**config.mk**
```make
export PLATFORM = sky130hd
export DESIGN_NAME = base2_pow_recon
export DESIGN_NICKNAME = d
export VERILOG_FILES = /design/src/rtl/base2_pow_recon.sv
export SDC_FILE = /design/constraint.sdc
export NUM_CORES = 1
export LEC_CHECK = 0
export ABC_AREA = 0
export BUFFER_PORTS_ARGS = -buffer_cell sky130_fd_sc_hd__buf_2
export CORE_UTILIZATION = 30
export DETAILED_ROUTE_END_ITERATION = 6
export PLACE_DENSITY = 0.53
export SETUP_SLACK_MARGIN = 0.2
export SYNTH_ARGS = -nofsm -noshare
export SYNTH_HDL_FRONTEND = slang
export SYNTH_SLANG_ARGS = --single-unit
```
**constraint.sdc**
```tcl
create_clock -name clk -period 11.94 [get_ports clk]
set_input_delay 2.388 -clock clk [delete_from_list [all_inputs] [get_ports clk]]
set_output_delay 2.388 -clock clk [all_outputs]
set_load 0.02 [all_outputs]
```
**src/rtl/base2_pow_recon.sv**
```systemverilog
// rtl/base2_pow_recon.sv - three-stage FP16 reconstruction of 2^(k+f) from integer and fractional parts
module base2_pow_recon #(
    parameter int DW = 16
) (
    input  logic          clk,
    input  logic          rstn,
    input  logic          valid_i,
    input  logic [7:0]    k_i,
    input  logic [DW-1:0] f_i,
    output logic [DW-1:0] y_o,
    output logic          ovf_o,
    output logic          unf_o,
    output logic          valid_o
);

    // 1024 * 2^(i/16), rounded; index 16 closes the last segment at exactly 2.0
    function automatic logic [11:0] seg_base(input logic [4:0] idx);
        case (idx)
            5'd0:    seg_base = 12'd1024;
            5'd1:    seg_base = 12'd1069;
            5'd2:    seg_base = 12'd1117;
            5'd3:    seg_base = 12'd1166;
            5'd4:    seg_base = 12'd1218;
            5'd5:    seg_base = 12'd1272;
            5'd6:    seg_base = 12'd1328;
            5'd7:    seg_base = 12'd1387;
            5'd8:    seg_base = 12'd1448;
            5'd9:    seg_base = 12'd1512;
            5'd10:   seg_base = 12'd1579;
            5'd11:   seg_base = 12'd1649;
            5'd12:   seg_base = 12'd1722;
            5'd13:   seg_base = 12'd1798;
            5'd14:   seg_base = 12'd1878;
            5'd15:   seg_base = 12'd1961;
            default: seg_base = 12'd2048;
        endcase
    endfunction

    // ---------------- stage 1: fraction to Q0.10, carry f>=1 into k
    logic [4:0]  f_exp;
    logic [10:0] f_sig;
    logic [3:0]  f_shamt;
    logic [9:0]  x_next;
    logic        k_inc;
    logic [8:0]  k_next;

    assign f_exp   = f_i[14:10];
    assign f_sig   = {1'b1, f_i[9:0]};
    assign f_shamt = 4'(5'd15 - f_exp);
    assign k_next  = {k_i[7], k_i} + 9'(k_inc);

    // Negative, zero and tiny fractions contribute nothing; f>=1 (incl. inf/NaN) becomes a k carry
    always_comb begin
        x_next = '0;
        k_inc  = 1'b0;
        if (f_i[15] || (f_i == '0) || (f_exp < 5'd5)) begin
            x_next = '0;
        end else if (f_exp >= 5'd15) begin
            k_inc = 1'b1;
        end else begin
            x_next = 10'(f_sig >> f_shamt);
        end
    end

    logic       s1_valid;
    logic [9:0] s1_x;
    logic [8:0] s1_k;

    // Stage 1 registers: data loads every cycle, valid bit qualifies it
    always_ff @(posedge clk or negedge rstn) begin
        if (!rstn) begin
            s1_valid <= 1'b0;
            s1_x     <= '0;
            s1_k     <= '0;
        end else begin
            s1_valid <= valid_i;
            s1_x     <= x_next;
            s1_k     <= k_next;
        end
    end

    // ---------------- stage 2: piecewise-linear 2^x mantissa
    logic [3:0]  seg_i;
    logic [5:0]  seg_d;
    logic [11:0] base_lo;
    logic [11:0] slope;
    logic [17:0] prod;
    logic [11:0] incr;
    logic [11:0] m_full;
    logic [9:0]  m_frac;

    assign seg_i   = s1_x[9:6];
    assign seg_d   = s1_x[5:0];
    assign base_lo = seg_base({1'b0, seg_i});
    assign slope   = seg_base({1'b0, seg_i} + 5'd1) - base_lo;
    assign prod    = 18'(slope) * 18'(seg_d);
    assign incr    = 12'((prod + 18'd32) >> 6);
    assign m_full  = base_lo + incr;
    // Hidden bit is implicit; saturate to the largest 11-bit mantissa
    assign m_frac  = (m_full > 12'd2047) ? 10'h3FF : m_full[9:0];

    logic       s2_valid;
    logic [9:0] s2_m;
    logic [8:0] s2_k;

    // Stage 2 registers: mantissa fraction and carried k
    always_ff @(posedge clk or negedge rstn) begin
        if (!rstn) begin
            s2_valid <= 1'b0;
            s2_m     <= '0;
            s2_k     <= '0;
        end else begin
            s2_valid <= s1_valid;
            s2_m     <= m_frac;
            s2_k     <= s1_k;
        end
    end

    // ---------------- stage 3: exponent bias, saturate/flush, output hold
    logic signed [9:0] e_biased;

    assign e_biased = $signed({s2_k[8], s2_k}) + 10'sd15;

    // Outputs change only for a valid sample and otherwise keep their last value
    always_ff @(posedge clk or negedge rstn) begin
        if (!rstn) begin
            valid_o <= 1'b0;
            y_o     <= '0;
            ovf_o   <= 1'b0;
            unf_o   <= 1'b0;
        end else begin
            valid_o <= s2_valid;
            if (s2_valid) begin
                if (e_biased >= 10'sd31) begin
                    y_o   <= 16'h7C00;
                    ovf_o <= 1'b1;
                    unf_o <= 1'b0;
                end else if (e_biased <= 10'sd0) begin
                    y_o   <= 16'h0000;
                    ovf_o <= 1'b0;
                    unf_o <= 1'b1;
                end else begin
                    y_o   <= {1'b0, e_biased[4:0], s2_m};
                    ovf_o <= 1'b0;
                    unf_o <= 1'b0;
                end
            end
        end
    end

endmodule
```
-- Word-level counts from Yosys, hierarchy flattened
Memory sizes are Yosys's and may differ from the RTL's.
Cells that the tools add are included.
- output and inout port bits: 19
- memories kept: 2
- memory bits (read-only): 320
- word-level logic and storage cells: 40
- register bits after elaboration: 59
- memories (memory ; depth ; width ; rd ports ; clocked after memory_dff ; wr ports ; RTL line ; source):
    (no name shown) ; 16 ; 10 ; 1 ; 0 ; 0 ; 18 ; case (idx)
    (no name shown) ; 16 ; 10 ; 1 ; 0 ; 0 ; 18 ;
- add/subtract/negate cells: 7
- reductions and logical operators: 3
- multiply operators: 1
- $lt $le $gt $ge: 5
- shifts and indexed selects: 1
- muxes and demuxes: 11
- operators by type and width (kind ; number):
    10-bit two-way mux ; 3
    15-bit two-way mux ; 2
    18-bit by 6-bit adder with 18-bit output, second input constant ; 1
    12-bit by 6-bit multiplier with 18-bit output ; 1
    16-bit zero test ; 1
    12-bit adder ; 1
    12-bit by 11-bit > comparator with 1-bit output, second input constant ; 1
    12-bit two-way mux ; 1
    12-bit subtractor ; 1
    11-bit by 4-bit >> shifter with 10-bit output ; 1
    9-bit by 5-bit adder with 10-bit output, second input constant ; 1
    10-bit by 6-bit >= comparator with 1-bit output, second input constant ; 1
    10-bit by 1-bit less-or-equal comparator with 1-bit output, second input constant ; 1
    8-bit by 2-bit adder with 9-bit output ; 1
    4-bit by 1-bit adder with 5-bit output, second input constant ; 1
    5-bit by 4-bit >= comparator with 1-bit output, second input constant ; 1
    5-bit by 3-bit less-than comparator with 1-bit output, second input constant ; 1
    1-bit two-way mux ; 5
    4-bit subtractor, first input constant ; 1
    1-bit logical OR ; 2

-- Logic depth before layout (Yosys ltp)
Gate-level depths: netlist of the first run.
An unclocked memory read counts as a cell.
- depth in word-level cells: 9
- mapped depth: 39
- mapped depth without buffers: 37

-- Worst setup path after synthesis of the first run
No wires, ideal clock.
- kind: flip-flop to flip-flop
- start: reg s1_x[6]
- end: reg s2_m[2]
- data arrival time: 8.144 ns
- setup time: 0.145 ns
- cell stages (with the launch flop): 36
- required time: 11.795 ns
- path slack: 3.651 ns
- buffers on the path: 3
- cells stage by stage: dfrtp_1 clkbuf_1 inv_1 ha_1 clkbuf_1 clkbuf_1 xnor2_1 o21ai_0 nand2_1 ha_1 fa_1 nand2b_1 a21boi_0 o21a_1 o211ai_1 nand2_1 xor2_1 nand2_1 fa_1 inv_1 fa_1 fa_1 ha_1 ha_1 a21o_1 a21o_1 a221o_2 a21o_1 xor2_1 ha_1 nor2b_1 nor2_1 a31oi_1 a211oi_2 xnor2_2 o21ai_0
- cells in the longest elaborated chain, start to end: 9
- elaborated cells between the ends (all ways): 10
- ends and longest elaborated chain (item ; RTL line ; source):
    start: declaration ; 66 ; logic [9:0] s1_x;
    start signal: assignment ; 77 ; s1_x <= x_next;
    4-bit by 1-bit adder with 5-bit output ; 95 ; assign slope = seg_base({1'b0, seg_i} + 5'd1) - base_lo;
    memory 16 x 10 bit ; n/a ;
    12-bit two-way mux ; 18 ;
    12-bit subtractor ; 95 ;
    12-bit by 6-bit multiplier with 18-bit output ; 96 ; assign prod = 18'(slope) * 18'(seg_d);
    18-bit by 6-bit adder with 18-bit output ; 97 ; assign incr = 12'((prod + 18'd32) >> 6);
    12-bit adder * ; 98 ; assign m_full = base_lo + incr;
    12-bit by 11-bit > comparator with 1-bit output ; 100 ; assign m_frac = (m_full > 12'd2047) ? 10'h3FF : m_full[9:0];
    10-bit two-way mux * ; 100 ;
    net m_frac[2] ; 90 ; logic [9:0] m_frac;
    end signal: assignment ; 114 ; s2_m <= m_frac;
    end: declaration ; 103 ; logic [9:0] s2_m;
The timed path passes the listed nets; every way through them passes the cells marked *.
A chain may end at the register's enable or synchronous reset.

-- Worst setup path in the final report of the first run
- start: reg s1_x[6]
- end: reg s2_m[9]
Same word-level chain as after synthesis.

==> run_results.csv, run 1 <==
group,metric,value,unit
sta,fin_setup_tns,0,ns
placement,pre_cts_ws,2.65,ns
sta,rsz0062_at_grt,"no",
pwr,p_per_area,95.5,nW/um^2
routing,vias,4605,
clock_tree,cts_tree,"done",
logic_synthesis,syn_area,6060,sq um
min_path,min_path_type,"reg -> reg",
logic_synthesis,synth-main-ff-cell,"dfrtp_1",
routing,routedWlPerCell,13.4,um
clock_tree,post_cts_buffers,0,
floorplanning,io_pins,46,
critical_path,cpPeakStageDelay,0.69,ns
sta,max_clock_freq,0.108,GHz
logic_synthesis,synth-xor-area-share,0.0548,
clock_tree,cts_hold_buf,0,
sta,hold_ws,0.343,ns
sta,tightestPinTransition,0.849,ns
floorplanning,die_h,144,um
placement,gp_congestion,0.822,
critical_path,startpoint_type,"flop",
pwr,intPower,0.000455,W
logic_synthesis,synth_cells,670,
pwr,clkPwrFrac,0.388,
layout,antennaDiodeCount,0,
pwr,seq_power_share,0.347,
logic_synthesis,netlist.area_leader.share,0.240,
sta,final_hold_viol_count,0,
floorplanning,chipWidth,144,um
critical_path,required,12.10,ns
critical_path,path_class,"reg -> reg",
floorplanning,row_count,51,
sta,setup_slack,2.67,ns
pwr,irDropWorstVdd,62.3,uV
logic_synthesis,synth_warnings,0,
layout,fin_nets,836,
global_routing,grt_antenna_before_repair,0,
clock_tree,cts_buffer_depth,2,
critical_path,end_kind,"flop",
layout,layout_commonest_cell,"ha_1",
routing,drtPass1Iterations,5,
layout,area_delta_synth_final,12.7,%
routing,viasPerCell,4.74,
logic_synthesis,synth-compound-area-share,0.163,
sta,period_needed,9.27,ns
layout,drive_gt1_frac,0.108,
routing,drt_wl_total,13000,um
clock_tree,cts.repair.resized,0,
logic_synthesis,synth_edf_count,0,
pwr,p_leak,3.42,nW
routing,ant_nets,0,
clock_tree,cts.sinks,58,
global_routing,grt_max_degree,59,
floorplanning,start_util,0.308,
sta,min_period_over_period,0.777,
logic_synthesis,ys_ff_latch,58,
logic_synthesis,postSynthNetCount,805,
global_routing,grt_pass1_wl,22700,um
placement,dpl.hpwl,10500,um
logic_synthesis,synth_area_leader_cell,"dfrtp_1",
logic_synthesis,synthAdderAreaFrac,0.275,
critical_path,cp.arrival,9.44,ns
clock_tree,cts-htree-levels,3,
clock_tree,path_clk_slew,0.05,ns
layout,layout_common_cells,"66 x ha_1, 58 x dfrtp_1, 54 x nand2_1",
sta,skew,0.00557,ns
critical_path,cpMostUsedCell,"ha_1",
floorplanning,core,19700,sq um
logic_synthesis,synthSimpleGateAreaFrac,0.197,
logic_synthesis,ys_top_cells_by_area,"dfrtp_1 24%, fa_1 14%, ha_1 14%",
placement,place.port_buffers,44,
pwr,swShare,0.302,
logic_synthesis,synthArstFlopShare,1.00,
logic_synthesis,synth_seq_area_share,0.240,
floorplanning,die-area,20800,sq um
logic_synthesis,avgSynthCellArea,9.04,sq um
pwr,pwr-share-comb,0.265,
critical_path,cpMaxStageDelayCell,"a211oi_1",
global_routing,grt-ovfl-total,0,
clock_tree,cts-root-buf,"clkbuf_16",
logic_synthesis,synthMuxAreaShare,0.0227,
sta,setup_viol,0,
sta,slew_headroom,0.430,
flow_run,max-cap-violations,0,
routing,drtIter0Drc,290,
critical_path,worst-path-max-fanout,19,
clock_tree,clk_latency,0.32,ns
run_status,status,"complete, no violations",
pwr,netSwitchingPower,0.000197,W
global_routing,grt_usage,0.138,
routing,drc_errors,0,
logic_synthesis,synth_top_family_by_area,"adder cells",
logic_synthesis,synth_cell_types,59,
global_routing,grt_pass1_vias,4611,
clock_tree,numCtsBuffers,9,
sta,slew_viol_final,0,
==> synth_stat cells (3+ instances only) <==
| master | n |
|---|---|
| a21boi_0 | 4 |
| xor2_1 | 15 |
| a21o_1 | 9 |
| xnor2_1 | 21 |
| nand2_1 | 54 |
| clkbuf_1 | 19 |
| a22o_1 | 11 |
| dfrtp_1 | 58 |
| ha_1 | 66 |
| nor2_1 | 46 |
| buf_1 | 4 |
| mux2_2 | 3 |
| and2_1 | 41 |
| nor2b_1 | 20 |
| a211oi_1 | 10 |
| nand4_1 | 6 |
| nor3_1 | 12 |
| a21oi_1 | 26 |
| o21bai_1 | 4 |
| a31oi_1 | 10 |
| o21ai_0 | 36 |
| o21a_1 | 7 |
| mux2i_1 | 9 |
| and2b_1 | 4 |
| inv_1 | 50 |
| nand3_1 | 15 |
| nand2b_1 | 11 |
| and3_1 | 8 |
| o2bb2ai_1 | 3 |
| or3_1 | 4 |
| o211ai_1 | 9 |
| fa_1 | 42 |
==> routing by layer <==
layer	routed length (um)	vias up	GRT usage	share of wire
li1	-	2367	-	-
met5	0	-	0	0
met2	5910	60	0.227	0.46
met4	153	0	0.0353	0.012
met1	6600	2168	0.186	0.51
met3	326	10	0.0238	0.025
==> worst max-delay path: cells and delay by family (launching register included) <==
kind / cells / cell delay, ns
xor+xnor: 3 / 0.63
compound gates: 15 / 3.46
flops: 1 / 0.59
buf+inv: 2 / 0.29
fa+ha+maj: 8 / 3.44
simple gates: 6 / 0.71
==> per-stage QoR <==
stage	std cells	area, sq um	power, W	utilization
after floorplan	670	6060	0.000353	-
after global placement	955	6520	0.000404	0.332
after detailed placement	955	6520	0.000403	0.332
after CTS	971	6820	0.000661	0.347
after global routing	971	6820	0.000697	0.347
final	971	6820	0.000652	0.347
==> final timing paths <==
path	depth (start not counted)	slack (ns)	start	end
max	34	2.67	s1_x[6]	s2_m[9]
min	0	0.34	s1_k[2]	s2_k[2]
max reg2reg	34	2.67	s1_x[6]	s2_m[9]
min reg2reg	0	0.34	s1_k[2]	s2_k[2]
max in group asynchronous	2	9.26	rstn	s2_m[4]
min in group asynchronous	2	2.21	rstn	s1_x[2]
==> power groups by stage <==
stage / Sequential, W / Clock, W / Combinational (W)
5_1_grt: 0.000229 / 0.000269 / 0.000199
3_5_place_dp: 0.000229 / 0 / 0.000173
4_1_cts: 0.000226 / 0.000260 / 0.000175
2_1_floorplan: 0.000229 / 0 / 0.000124
3_3_place_gp: 0.000229 / 0 / 0.000174
6_report: 0.000226 / 0.000253 / 0.000173
==> state kept, by name, indices dropped and copies added (netlist names), 9 cells and up <==
name,flops
s1_k,9
s2_k,9
y_o,15
s2_m,10
s1_x,10
==> logic make-up after synthesis <==
| family | after synthesis |
|---|---|
| DFF | 58 |
| adders and majority gates | 108 |
| AOI/OAI and AO/OA | 147 |
| xor gates and xnor gates | 37 |
| muxes | 13 |
| buffers and inverters | 75 |
| and+or+nand+nor | 231 |
| other | 1 |
==> area by class of cell <==
type | instances | area, sq um
timing repair buffer | 45 | 228
clock inverter | 4 | 50.0
sequential | 58 | 1450
fill | 2051 | 12800
multi-input combinational | 537 | 4320
tap | 265 | 332
inverter | 50 | 188
clock buffer | 12 | 256
Note: power is estimated with default switching activity, not from simulation.
==> inputs of run 2 (changes only) <==
--- a/config.mk
+++ b/config.mk
@@ -9,7 +9,7 @@
 export BUFFER_PORTS_ARGS = -buffer_cell sky130_fd_sc_hd__buf_2
 export CORE_UTILIZATION = 30
 export DETAILED_ROUTE_END_ITERATION = 6
-export PLACE_DENSITY = 0.53
+export PLACE_DENSITY = 0.54
 export SETUP_SLACK_MARGIN = 0.2
 export SYNTH_ARGS = -nofsm -noshare
 export SYNTH_HDL_FRONTEND = slang
==> constraint.sdc (replaced) <==
create_clock -name clk -period 8.4 [get_ports clk]
set_input_delay 1.68 -clock clk [delete_from_list [all_inputs] [get_ports clk]]
set_output_delay 1.68 -clock clk [all_outputs]
set_load 0.02 [all_outputs]
==> run_results.csv, run 2 (synthesis results as in run 1) <==
group,metric,value,unit
pwr,p_per_area,140,nW/um^2
critical_path,cpPeakStageDelay,0.56,ns
sta,tightestPinTransition,0.769,ns
global_routing,grtUsageMet2,0.230,
min_path,min_path_type,"reg -> reg",
global_routing,grt_max_degree,59,
layout,area_delta_synth_final,21.3,%
sta,hold_ws,0.345,ns
global_routing,grt_pass1_vias,4754,
sta,final_hold_viol_count,0,
layout,fin_nets,871,
sta,fin_setup_tns,0,ns
layout,drive_gt1_frac,0.202,
layout,final_area,7350,sq um
floorplanning,start_util,0.308,
sta,period_needed,7.92,ns
min_path,whs_path_depth,0,
clock_tree,numCtsBuffers,9,
pwr,p_leak,3.64,nW
pwr,netSwitchingPower,0.000307,W
pwr,swShare,0.298,
layout,largest-register,"y_o",
floorplanning,io_pins,46,
layout,antennaDiodeCount,0,
layout,multi_input_area,4520,sq um
clock_tree,path_clk_slew,0.05,ns
floorplanning,row_count,51,
layout,fill_cells,2012,
routing,drtPass1Iterations,5,
clock_tree,cts_buffer_depth,2,
routing,drt_wl_total,13500,um
sta,slew_headroom,0.486,
routing,vias,4891,
clock_tree,cts_tree,"done",
global_routing,grt_antenna_before_repair,0,
routing,ant_nets,0,
placement,gp_congestion,0.857,
routing,routedWlPerCell,13.4,um
critical_path,worst-path-max-fanout,11,
layout,largest_register_ffs,15,
sta,setup_viol,0,
clock_tree,cts_hold_buf,0,
global_routing,top_usage_layer,"met2",
routing,viasPerCell,4.86,
clock_tree,cts.sinks,58,
layout,post-route-util,0.374,
layout,register_area,1450,sq um
placement,placed_cell_area,6640,sq um
layout,instances_no_fill,1006,
global_routing,grt_usage,0.139,
global_routing,use_met3,0.0275,
layout,top_regs,"y_o (15), s1_x (10), s2_m (10)",
critical_path,required,8.61,ns
pwr,intPower,0.000724,W
global_routing,use_met1,0.189,
critical_path,cp.arrival,8.13,ns
floorplanning,core,19700,sq um
routing,drtIter0Drc,216,
critical_path,r2r_cells,34,
critical_path,end_kind,"flop",
pwr,irDropWorstVdd,95.2,uV
placement,place_inst,972,
critical_path,path_class,"reg -> reg",
clock_tree,cts-htree-levels,3,
pwr,pwr-share-comb,0.281,
clock_tree,cts-root-buf,"clkbuf_16",
sta,min_period_over_period,0.943,
sta,rsz0062_at_grt,"no",
critical_path,cpMostUsedCell,"ha_1",
routing,drc_errors,0,
placement,place.port_buffers,44,
layout,layout_common_cells,"58 x ha_1, 56 x dfrtp_1, 53 x nand2_1",
flow_run,max-cap-violations,0,
critical_path,startpoint_type,"flop",
sta,slew_viol_final,0,
clock_tree,clk_latency,0.32,ns
sta,skew,0.00549,ns
pwr,seq_power_share,0.311,
placement,dpl.hpwl,10700,um
pwr,clkPwrFrac,0.409,
global_routing,grt-ovfl-total,0,
floorplanning,chipWidth,144,um
global_routing,grt_pass1_wl,22800,um
critical_path,cpMaxStageDelayCell,"fa_2",
floorplanning,die_h,144,um
run_status,status,"complete, no violations",
floorplanning,die-area,20800,sq um
layout,layout_commonest_cell,"ha_1",
sta,max_clock_freq,0.126,GHz
## run 2: path summary, 6_finish.rpt
kind	from	end	slack [ns]
min	s1_k[4]	s2_k[4]	0.34
min in group asynchronous	rstn	s1_x[9]	1.48
max in group asynchronous	rstn	s1_x[6]	6.42
min reg2reg	s1_k[4]	s2_k[4]	0.34
max	s1_x[6]	s2_m[0]	0.48
max reg2reg	s1_x[6]	s2_m[0]	0.48
## run 2: per-stage QoR
step	total power (W)	worst slack, ns
2_1_floorplan	0.000502	0.244
3_3_place_gp	0.000587	0.0329
3_5_place_dp	0.000587	0.0437
4_1_cts	0.00102	0.221
5_1_grt	0.00110	0.117
6_report	0.00103	0.475
## run 2: critical path: cells and delay by family, from the launching register on
family | cells | cell delay (ns)
XOR/XNOR | 2 | 0.32
adder cells (fa/ha/maj) | 9 | 2.96
flip-flops | 1 | 0.44
buffers and inverters | 5 | 0.64
AO/OA/AOI/OAI | 11 | 2.29
AND/OR/NAND/NOR | 7 | 1.11
## run 2: what timing repair did
item | CTS | global route
resized for setup | 6 | 49
buffers inserted | 2 | 15
endpoints found under the setup margin | 10 | 10
cloned | 0 | 1
pin swaps | 3 | 19
## run 2: area by class of cell
cell class | count | share of cell area
clock buffer | 9 | 0.0306
clock inverter | 7 | 0.0170
inverter | 50 | 0.0262
multi-input combinational | 537 | 0.615
sequential | 58 | 0.198
tap | 265 | 0.0451
timing repair buffer | 80 | 0.0678
## run 2: layer usage
metal	part of all wire	vias to the layer above
li1	-	2438
met1	0.49	2348
met2	0.47	97
met3	0.034	8
met4	0.0063	0
met5	0	-
## run 2: power by group through the flow
| stage | Sequential, W | Combinational, W | Clock (W) |
|---|---|---|---|
| finish | 0.000320 | 0.000289 | 0.000421 |
| detailed placement | 0.000325 | 0.000262 | 0 |
| global route | 0.000324 | 0.000326 | 0.000446 |
| global placement | 0.000325 | 0.000262 | 0 |
| CTS | 0.000320 | 0.000269 | 0.000431 |
| floorplan | 0.000326 | 0.000176 | 0 |
==> inputs of run 3 (changes only) <==
--- a/config.mk
+++ b/config.mk
@@ -7,6 +7,7 @@
 export LEC_CHECK = 0
 export ABC_AREA = 0
 export BUFFER_PORTS_ARGS = -buffer_cell sky130_fd_sc_hd__buf_2
+export CORE_MARGIN = 5
 export CORE_UTILIZATION = 30
 export DETAILED_ROUTE_END_ITERATION = 6
 export PLACE_DENSITY = 0.54
==> run_results.csv, run 3 (synthesis results as in run 1) <==
group,metric,value,unit
run_status,status,"complete, no violations",
floorplanning,die_h,152,um
placement,gp_congestion,0.874,
clock_tree,clk_latency,0.33,ns
floorplanning,start_util,0.302,
critical_path,startpoint_type,"flop",
critical_path,cpMostUsedCell,"fa_1",
routing,routedWlPerCell,13.8,um
sta,skew,0.0115,ns
critical_path,required,8.59,ns
layout,fill_cells,2054,
critical_path,cpPeakStageDelay,0.53,ns
layout,antennaDiodeCount,0,
global_routing,grt_max_degree,59,
routing,ant_nets,0,
clock_tree,path_clk_slew,0.06,ns
layout,largest_register_ffs,15,
pwr,p_per_area,141,nW/um^2
sta,final_hold_viol_count,0,
critical_path,worst-path-max-fanout,11,
critical_path,cpMaxStageDelayCell,"fa_1",
sta,max_clock_freq,0.128,GHz
sta,fin_setup_tns,0,ns
global_routing,grt-ovfl-total,0,
floorplanning,core,20000,sq um
critical_path,crit_family,"adder cells",
global_routing,grt_usage,0.122,
clock_tree,cts.sinks,58,
routing,viasPerCell,4.76,
floorplanning,chipWidth,152,um
layout,drive_gt1_frac,0.191,
flow_run,max-cap-violations,0,
critical_path,cp.arrival,8.02,ns
pwr,irDropWorstVdd,92.7,uV
layout,fin_nets,872,
floorplanning,io_pins,46,
layout,layout_common_cells,"57 x dfrtp_1, 55 x ha_1, 54 x nand2_1",
clock_tree,cts_hold_buf,0,
global_routing,grt_pass1_vias,4849,
clock_tree,cts-root-buf,"clkbuf_16",
critical_path,critical_path_buf_inv_count,6,
routing,vias,4814,
routing,drc_errors,0,
sta,min_period_over_period,0.932,
global_routing,grt_antenna_before_repair,0,
clock_tree,numCtsBuffers,9,
global_routing,grt_pass1_wl,23900,um
routing,drtIter0Drc,295,
layout,layout_commonest_cell,"dfrtp_1",
layout,top_regs,"y_o (15), s1_x (10), s2_m (10)",
pwr,p_leak,3.63,nW
sta,tightestPinTransition,0.736,ns
layout,area_delta_synth_final,21.2,%
routing,drtPass1Iterations,5,
clock_tree,cts-htree-levels,3,
layout,largest-register,"y_o",
sta,period_needed,7.83,ns
sta,slew_viol_final,0,
sta,setup_viol,0,
critical_path,path_class,"reg -> reg",
layout,final_area,7340,sq um
clock_tree,cts_tree,"done",
placement,placed_cell_area,6670,sq um
placement,dpl.hpwl,11000,um
min_path,min_path_type,"reg -> reg",
routing,drt_wl_total,13900,um
placement,place.port_buffers,44,
clock_tree,cts_buffer_depth,2,
floorplanning,die-area,23100,sq um
sta,rsz0062_at_grt,"no",
sta,slew_headroom,0.509,
critical_path,end_kind,"flop",
floorplanning,row_count,52,
[run 3: cell types whose count changed in the layout (fill, tap and decap cells not counted), moves of 2 or more]
cell,delta
ha_1,-3
ha_2,+3
inv_1,+3
buf_4,-2
inv_4,-2
[run 3: layout make-up]
type                    instances  area (sq um)  share of cell area
well taps                     270           338              0.0460
flip-flops and latches         58          1450               0.198
repair buffers                 81           514              0.0700
inverters                      50           188              0.0256
clock buffers                   9           225              0.0307
clock inverters                 7           125              0.0170
multi-input cells             537          4500               0.613
[run 3: final timing paths]
| kind | startpoint | endpoint | slack, ns | cells after the start |
|---|---|---|---|---|
| max | s1_x[7] | s2_m[3] | 0.57 | 36 |
| min reg2reg | s1_valid | s2_valid | 0.34 | 0 |
| max reg2reg | s1_x[7] | s2_m[3] | 0.57 | 36 |
| max in group asynchronous | rstn | s1_x[6] | 6.40 | 2 |
| min in group asynchronous | rstn | s1_x[5] | 1.49 | 2 |
| min | s1_valid | s2_valid | 0.34 | 0 |
[run 3: timing repair]
item / 4_1_cts / 5_1_grt
endpoints found under the setup margin: 10 / 10
resized for setup: 2 / 43
buffers inserted: 2 / 14
pin swaps: 2 / 18
cloned: 0 / 1
[run 3: worst reg2reg max path: cells and delay by family (launching register included)]
family | cells | cell delay [ns]
buffers and inverters | 6 | 0.48
flip-flops | 1 | 0.41
XOR/XNOR | 2 | 0.31
AND/OR/NAND/NOR | 9 | 1.10
AO/OA/AOI/OAI | 9 | 1.62
adder cells (fa/ha/maj) | 10 | 3.78
[run 3: through the flow]
step | power, W | utilization | setup slack (ns) | std cells | hold WS [ns]
after floorplan | 0.000502 | - | 0.244 | 670 | 0.331
after global placement | 0.000588 | 0.333 | 0.111 | 979 | 0.333
after detailed placement | 0.000586 | 0.333 | 0.00704 | 979 | 0.335
after CTS | 0.00102 | 0.352 | 0.201 | 997 | 0.345
after global routing | 0.00110 | 0.366 | 0.131 | 1012 | 0.355
final | 0.00103 | 0.366 | 0.573 | 1012 | 0.343
[run 3: power by group]
part,internal (W),switching [W]
logic,0.000127,0.000160
clock network,0.000292,0.000134
registers,0.000305,0.0000149
total,0.000724,0.000309
[run 3: per-layer routing]
layer	GRT usage	wire [um]	vias up
met2	0.195	6380	84
met3	0.0213	429	16
met5	0	0	-
li1	-	-	2446
met4	0.0291	252	0
met1	0.172	6850	2268
